## src/rtl/oven_sequencer.sv

```systemverilog
// oven_sequencer: central control FSM for the FPGA oven.
// Handles power-on, entry of the target temperature and the bake time,
// preheat, the timed bake and completion. It also owns the 1 s tick and the
// simulated oven temperature. Digit formatting and seven-segment decode are
// done downstream.
// Optional feature macro: DOOR_INTERLOCK_EN adds a door_open input. While the
// door is open, preheat and bake pause.
module oven_sequencer #(
    parameter int TICK_DIV  = 50_000_000,
    parameter int TEMP_MIN  = 60,
    parameter int TEMP_MAX  = 900,
    parameter int TEMP_STEP = 10,
    parameter int TIME_MAX  = 3600,
    parameter int TIME_STEP = 60,
    parameter int AMBIENT   = 60,
    parameter int HEAT_RATE = 2
) (
    input  logic        clk,
    input  logic        rst,
    input  logic        power_sw,
    input  logic        btn_up,
    input  logic        btn_dn,
    input  logic        btn_mode,
    input  logic        btn_start,
`ifdef DOOR_INTERLOCK_EN
    input  logic        door_open,
`endif
    output logic [2:0]  state,
    output logic [9:0]  target_temp,
    output logic [9:0]  cur_temp,
    output logic [11:0] time_left,
    output logic        disp_sel,
    output logic        heater_on,
    output logic        preheat_done,
    output logic        bake_done
);

    typedef enum logic [2:0] {
        S_OFF      = 3'd0,
        S_SET_TEMP = 3'd1,
        S_SET_TIME = 3'd2,
        S_PREHEAT  = 3'd3,
        S_BAKE     = 3'd4,
        S_DONE     = 3'd5
    } state_t;

    localparam int TW = (TICK_DIV > 1) ? $clog2(TICK_DIV) : 1;
    localparam logic [TW-1:0] TICK_LAST = TW'(TICK_DIV - 1);

    // All value arithmetic is done 13 bits wide and signed, so that a step
    // below zero or above the maximum is visible before the clamp.
    localparam logic signed [12:0] K_TEMP_MIN  = 13'(TEMP_MIN);
    localparam logic signed [12:0] K_TEMP_MAX  = 13'(TEMP_MAX);
    localparam logic signed [12:0] K_TEMP_STEP = 13'(TEMP_STEP);
    localparam logic signed [12:0] K_TIME_MAX  = 13'(TIME_MAX);
    localparam logic signed [12:0] K_TIME_STEP = 13'(TIME_STEP);
    localparam logic signed [12:0] K_AMBIENT   = 13'(AMBIENT);
    localparam logic signed [12:0] K_HEAT_RATE = 13'(HEAT_RATE);

    state_t state_q;
    state_t state_n;

    logic [TW-1:0] tick_cnt;
    logic          tick;

    logic [3:0] btn_raw;
    logic [3:0] btn_s1;
    logic [3:0] btn_s2;
    logic [3:0] btn_prev;
    logic [3:0] press;
    logic       press_up;
    logic       press_dn;
    logic       press_mode;
    logic       press_start;
    logic       up_only;
    logic       dn_only;
    logic       paused;

    logic signed [12:0] tgt_c;
    logic signed [12:0] cur_c;
    logic signed [12:0] time_c;
    logic signed [12:0] tgt_n;
    logic signed [12:0] cur_n;
    logic signed [12:0] time_n;
    logic signed [12:0] cooled;
    logic signed [12:0] heated;
    logic signed [12:0] drift;
    logic signed [12:0] bake_time;
    logic               disp_n;
    logic               heater_n;

    assign tick = (tick_cnt == TICK_LAST);

    // The free-running tick divider emits a one-cycle pulse every TICK_DIV clocks.
    always_ff @(posedge clk or posedge rst) begin
        if (rst) begin
            tick_cnt <= '0;
        end else if (tick) begin
            tick_cnt <= '0;
        end else begin
            tick_cnt <= tick_cnt + TW'(1);
        end
    end

    assign btn_raw = {btn_start, btn_mode, btn_dn, btn_up};

    // Two-flop synchroniser plus a delayed copy, used for rising-edge detection on the buttons.
    always_ff @(posedge clk or posedge rst) begin
        if (rst) begin
            btn_s1   <= '0;
            btn_s2   <= '0;
            btn_prev <= '0;
        end else begin
            btn_s1   <= btn_raw;
            btn_s2   <= btn_s1;
            btn_prev <= btn_s2;
        end
    end

    assign press       = btn_s2 & ~btn_prev;
    assign press_up    = press[0];
    assign press_dn    = press[1];
    assign press_mode  = press[2];
    assign press_start = press[3];
    assign up_only     = press_up & ~press_dn;
    assign dn_only     = press_dn & ~press_up;

`ifdef DOOR_INTERLOCK_EN
    logic door_s1;
    logic door_s2;

    // Synchronise the door switch. Its level pauses heating and the timer.
    always_ff @(posedge clk or posedge rst) begin
        if (rst) begin
            door_s1 <= 1'b0;
            door_s2 <= 1'b0;
        end else begin
            door_s1 <= door_open;
            door_s2 <= door_s1;
        end
    end

    assign paused = door_s2;
`else
    assign paused = 1'b0;
`endif

    assign tgt_c  = $signed({3'b000, target_temp});
    assign cur_c  = $signed({3'b000, cur_temp});
    assign time_c = $signed({1'b0, time_left});

    // Next state, next values and next status flags. Power-off overrides everything else.
    always_comb begin
        state_n  = state_q;
        tgt_n    = tgt_c;
        cur_n    = cur_c;
        time_n   = time_c;
        disp_n   = disp_sel;
        heater_n = 1'b0;

        cooled = cur_c;
        if (tick) begin
            cooled = cur_c - 13'sd1;
            if (cooled < K_AMBIENT) begin
                cooled = K_AMBIENT;
            end
        end

        heated = cur_c + K_HEAT_RATE;

        drift = cur_c - 13'sd1;
        if (drift < 13'sd0) begin
            drift = 13'sd0;
        end

        bake_time = time_c;
        if (tick && !paused) begin
            bake_time = bake_time - 13'sd1;
        end
        if (up_only) begin
            bake_time = bake_time + K_TIME_STEP;
        end else if (dn_only) begin
            bake_time = bake_time - K_TIME_STEP;
        end
        if (bake_time < 13'sd0) begin
            bake_time = 13'sd0;
        end else if (bake_time > K_TIME_MAX) begin
            bake_time = K_TIME_MAX;
        end

        if (!power_sw) begin
            state_n = S_OFF;
            time_n  = 13'sd0;
            cur_n   = cooled;
        end else begin
            case (state_q)
                S_OFF: begin
                    cur_n   = cooled;
                    state_n = S_SET_TEMP;
                end
                S_SET_TEMP: begin
                    cur_n = cooled;
                    if (press_start) begin
                        if (time_c > 13'sd0 && !paused) begin
                            state_n = S_PREHEAT;
                        end
                    end else if (press_mode) begin
                        state_n = S_SET_TIME;
                    end else if (up_only) begin
                        tgt_n = (tgt_c + K_TEMP_STEP > K_TEMP_MAX) ? K_TEMP_MAX : tgt_c + K_TEMP_STEP;
                    end else if (dn_only) begin
                        tgt_n = (tgt_c - K_TEMP_STEP < K_TEMP_MIN) ? K_TEMP_MIN : tgt_c - K_TEMP_STEP;
                    end
                end
                S_SET_TIME: begin
                    cur_n = cooled;
                    if (press_start) begin
                        if (time_c > 13'sd0 && !paused) begin
                            state_n = S_PREHEAT;
                        end
                    end else if (press_mode) begin
                        state_n = S_SET_TEMP;
                    end else if (up_only) begin
                        time_n = (time_c + K_TIME_STEP > K_TIME_MAX) ? K_TIME_MAX : time_c + K_TIME_STEP;
                    end else if (dn_only) begin
                        time_n = (time_c - K_TIME_STEP < 13'sd0) ? 13'sd0 : time_c - K_TIME_STEP;
                    end
                end
                S_PREHEAT: begin
                    if (press_mode) begin
                        disp_n = ~disp_sel;
                    end
                    if (tick) begin
                        if (paused) begin
                            cur_n = drift;
                        end else if (heated >= tgt_c) begin
                            cur_n   = tgt_c;
                            state_n = S_BAKE;
                        end else begin
                            cur_n = heated;
                        end
                    end
                end
                S_BAKE: begin
                    time_n = bake_time;
                    if (tick) begin
                        if (paused) begin
                            cur_n = drift;
                        end else if (cur_c < tgt_c) begin
                            cur_n = (heated > tgt_c) ? tgt_c : heated;
                        end else begin
                            cur_n = drift;
                        end
                    end
                    if (bake_time == 13'sd0) begin
                        state_n = S_DONE;
                    end
                end
                S_DONE: begin
                    cur_n = cooled;
                    if (press_start || press_mode) begin
                        state_n = S_SET_TEMP;
                        time_n  = 13'sd0;
                    end
                end
                default: begin
                    state_n = S_OFF;
                end
            endcase
        end

        if (state_n == S_SET_TEMP) begin
            disp_n = 1'b1;
        end else if (state_n == S_SET_TIME) begin
            disp_n = 1'b0;
        end

        if (state_n == S_PREHEAT) begin
            heater_n = !paused;
        end else if (state_n == S_BAKE) begin
            heater_n = !paused && (cur_n < tgt_n);
        end
    end

    // State register and registered outputs. Status flags track the new state.
    always_ff @(posedge clk or posedge rst) begin
        if (rst) begin
            state_q      <= S_OFF;
            target_temp  <= 10'd100;
            cur_temp     <= 10'(AMBIENT);
            time_left    <= 12'd0;
            disp_sel     <= 1'b0;
            heater_on    <= 1'b0;
            preheat_done <= 1'b0;
            bake_done    <= 1'b0;
        end else begin
            state_q      <= state_n;
            target_temp  <= tgt_n[9:0];
            cur_temp     <= cur_n[9:0];
            time_left    <= time_n[11:0];
            disp_sel     <= disp_n;
            heater_on    <= heater_n;
            preheat_done <= (state_n == S_BAKE);
            bake_done    <= (state_n == S_DONE);
        end
    end

    assign state = state_q;

endmodule
```

## config.mk

```make
export PLATFORM = sky130hd
export DESIGN_NAME = oven_sequencer
export DESIGN_NICKNAME = d
export VERILOG_FILES = /design/src/rtl/oven_sequencer.sv
export SDC_FILE = /design/constraint.sdc
export NUM_CORES = 1
export LEC_CHECK = 0
export ABC_AREA = 0
export CELL_PAD_IN_SITES_DETAIL_PLACEMENT = 0
export CELL_PAD_IN_SITES_GLOBAL_PLACEMENT = 1
export CORE_AREA = 2 2 168 121
export DETAILED_ROUTE_END_ITERATION = 10
export DIE_AREA = 0 0 170 123
export PLACE_DENSITY = 0.84
export SLEW_MARGIN = 20
export SYNTH_ARGS = -nofsm -noshare
export SYNTH_HDL_FRONTEND = slang
export SYNTH_SLANG_ARGS = --single-unit
```

## constraint.sdc

```tcl
create_clock -name clk -period 4.85 [get_ports clk]
set_clock_uncertainty 0.05 [all_clocks]
set_input_delay 0.485 -clock clk [delete_from_list [all_inputs] [get_ports clk]]
set_output_delay 0.485 -clock clk [all_outputs]
set_load 0.1 [all_outputs]
```

==> summary.md <==
| Metric | Value |
|---|---|
| GP Congestion | `between 0.9 and 1` |
| Global-route wire length before repair | `approximately 46000 µm` |
| Main synth FF type | `dfrtp_1` |
| CP Data Arrival Time | `5160 ps` |
| Worst setup SP type | `flop` |
| CP Depth | `22` |
| Gate Count Post-Synth | `approximately 1000` |
| Horiz. Die Dim | `170 µm` |
| Peak Freq | `between 0.2 and 0.25 GHz` |
| Hold depth | `0` |
| Overall Power | `roughly 5000 µW` |
| Cell area after synthesis | `0.00779 mm²` |
| Final worst slack | `-71.1 ps` |
| Routed len/inst | `between 20 and 25 µm` |
| Asr flop ratio synth | `1.00` |
| Drt total wl | `about 29000 µm` |
| Clk Latency, worst-skew pair | `360 ps` |
| Total track usage | `0.282` |
| Max-cap viol count | `0` |
| Clock slew at reported path FFs | `~70 ps` |
| Die Area | `approximately 0.021 mm²` |
| Setup CP Type | `reg2reg` |
| Failing checks | `negative setup slack` |
| Worst Max-Slew Pin Slew | `between 1000 and 1500 ps` |
| Via count | `8732` |
| Max Buffers Root-to-Sink | `2` |
| Leakage power | `roughly 0.0041 µW` |
| Sink Count | `a little under 80` |
| Yosys warns | `0` |
| Critical Path Max Stage Delay | `about 630 ps` |
| Outcome | `complete, but fails checks` |
| Rel. slew slack | `0.294` |
| Final Hold Vio Count | `0` |
| Synth-to-Final Area Change | `25.7%` |
| Hold buffers post-CTS | `0` |
| Yosys cell types | `86` |
| Worst Hold Class | `reg2reg` |
| Final min period | `4920 ps` |
| Worst EP required | `around 5000 ps` |
| Drt drc | `0` |
| Crit-path slowest cell | `dfstp_4` |
| Htree depth | `3` |
| Clock root buffer | `clkbuf_16` |
| Inserted Clock Buffers | `9` |
| Global route total overflow | `0` |
| Peak VDD IR | `between 0.0003 and 0.0004 V` |
| Core box area | `around 0.019 mm²` |
| DRT Pass-1 Iters | `5` |
| Initial DRC count | `about 1200` |
| Initial Utilization | `0.402` |
| Final Instance Area | `about 0.01 mm²` |
| Placed Area | `slightly above 0.009 mm²` |
| Worst-path fanout max | `4` |
| Fin util | `0.506` |
| Die H | `between 100 and 150 µm` |
| Hold_ws | `~300 ps` |
| Dpl hpwl | `about 23000 µm` |
| RSZ-0062 raised after global routing | `yes` |
| Layout cells sized above 1 | `0.195` |
| Final setup fails | `1` |
| Vias/cell | `approximately 6.3` |
| Initial antenna violation count | `1` |
| ANT nets after route | `0` |
| Floorplan row count | `43` |
| Avg Inst Size Synth | `approximately 7.6 µm²` |
| Cells along the critical path | `and4_4, nand2_2, xnor2_2, ha_4, nand3_2, or4_4, a21boi_4, nor2_4, mux2i_1, o221ai_1, a21oi_2, o22ai_2, ha_1, a21o_1, a21o_1, a21oi_2, o21ai_0, or3_4, a2111oi_4, o21ai_1, o21ai_1, mux2_4` |
| CTS tree | `done` |
| Pwr Density | `about 500 mW/mm²` |
| I/O pin count | `46` |
| Fin. max-slew vios | `0` |
| Post-synthesis net count | `around 1100` |
| Largest delay share family, worst path | `compound AO/OA/AOI/OAI gates` |
| Period utilization | `1.01` |
| Sequential area share after synthesis | `0.248` |
| EDFF count, synth | `0` |
| CP Capture Type | `flop` |
| Port bufs | `45` |
| Buffer and inverter count on the worst path | `0` |
| Final Net Count | `between 1000 and 1500` |
| Vias in the first global route | `7863` |
| Yosys reg bits | `a little under 80` |
| Reg2Reg Depth | `22` |
| Largest net degree at the start of global routing | `55` |
## routing by layer
metal / share of wire / vias up / track usage
li1: - / 4045 / -
met2: 0.40 / 483 / 0.385
met1: 0.48 / 4159 / 0.442
met3: 0.11 / 45 / 0.0698
met4: 0.015 / 0 / 0.0566
met5: 0 / - / 0
## power breakdown
part	internal, µW	leakage [µW]	switching (µW)
clock	417	0.000149	311
sequential	733	0.000978	103
combinational	1270	0.00299	2050
## Yosys cell counts, types with 13 or more instances
cell type  instances  share of area
o22ai_1           13          0.010
xor2_1            19          0.021
dfrtp_1           70           0.22
clkbuf_1          60          0.029
o21ai_0           71          0.046
and3_1            14          0.011
a21oi_1           76          0.049
o31ai_1           13          0.013
xnor2_1           36          0.040
a31oi_1           14          0.011
nand3_1           44          0.028
nor3_1            27          0.017
inv_1             36          0.017
ha_1              47          0.075
nor2_1            99          0.048
nand4_1           26          0.021
nand2_1          102          0.049
a21o_1            14          0.013
nand2b_1          16          0.013
and2_1            14          0.011
## kinds of logic after synthesis
logic type / count (synthesis) / share of synthesized area
AO/OA/AOI/OAI: 309 / 0.261
XOR/XNOR: 56 / 0.0647
adder cells (fa/ha/maj): 47 / 0.0755
buffers and inverters: 103 / 0.0519
flip-flops: 77 / 0.248
multiplexers: 11 / 0.0146
AND/OR/NAND/NOR: 424 / 0.284
## worst reg2reg max path, delay by kind of cell (launching register included)
kind | cells | cell delay (ps)
AOI/OAI and AO/OA | 11 | 1570
xor gates and xnor gates | 1 | 170
and+or+nand+nor | 6 | 1510
DFF | 1 | 630
muxes | 2 | 330
adders and majority gates | 2 | 610
## flip-flops by register name, summed over array words and instances, names as in the netlist, 3 cells and up
| signal | cells |
|---|---|
| time_left | 12 |
| target_temp | 10 |
| tick_cnt | 26 |
| btn_s1 | 4 |
| state | 3 |
| btn_s2 | 4 |
| cur_temp | 10 |
| btn_prev | 4 |
## through the flow
stage | TNS, ps | worst slack, ps | cells
finish | -71.1 | -71.1 | 1393
global route | -194 | -194 | 1392
CTS | 0 | 7.28 | 1387
detailed placement | -229 | -229 | 1370
global placement | -96.5 | -96.5 | 1370
floorplan | -289 | -289 | 1027
## cell usage in the layout (no fill, tap or decap), types with 16 or more instances in the layout
cell type,n
buf_4,121
nand2_1,101
nor2_1,98
a21oi_1,71
dfrtp_1,65
o21ai_0,64
clkdlybuf4s50_1,45
ha_1,43
nand3_1,42
inv_1,34
xnor2_1,34
nand4_1,26
nor3_1,23
xor2_1,19
nand2b_1,16
## area by class of cell
cell class	count	area (µm²)
inverters	37	141
repair buffers	168	1380
well taps	247	309
fillers	1864	9570
clock buffers	10	239
flip-flops and latches	77	1960
clock inverters	6	68.8
multi-input cells	847	5700
diodes	1	2.50
## worst paths after layout
| check | end | startpoint | slack, ps |
|---|---|---|---|
| max in group asynchronous | cur_temp[0]$_DFF_PP0_ | rst | 3350 |
| worst min register to register | btn_s2[0]$_DFF_PP0_ | btn_s1[0]$_DFF_PP0_ | 300 |
| worst min-delay path | btn_s2[0]$_DFF_PP0_ | btn_s1[0]$_DFF_PP0_ | 300 |
| worst max register to register | heater_on$_DFF_PP0_ | cur_temp[5]$_DFF_PP1_ | -70 |
| worst max-delay path | heater_on$_DFF_PP0_ | cur_temp[5]$_DFF_PP1_ | -70 |
| min in group asynchronous | tick_cnt[8]$_DFF_PP0_ | rst | 560 |
## repair_timing
item,CTS,global route
buffers inserted,1,5
gates resized for setup,12,36
pin swaps,6,17
hold endpoints to repair,0,0
setup endpoints to repair,1,4
(Power assumes the default switching activity.)
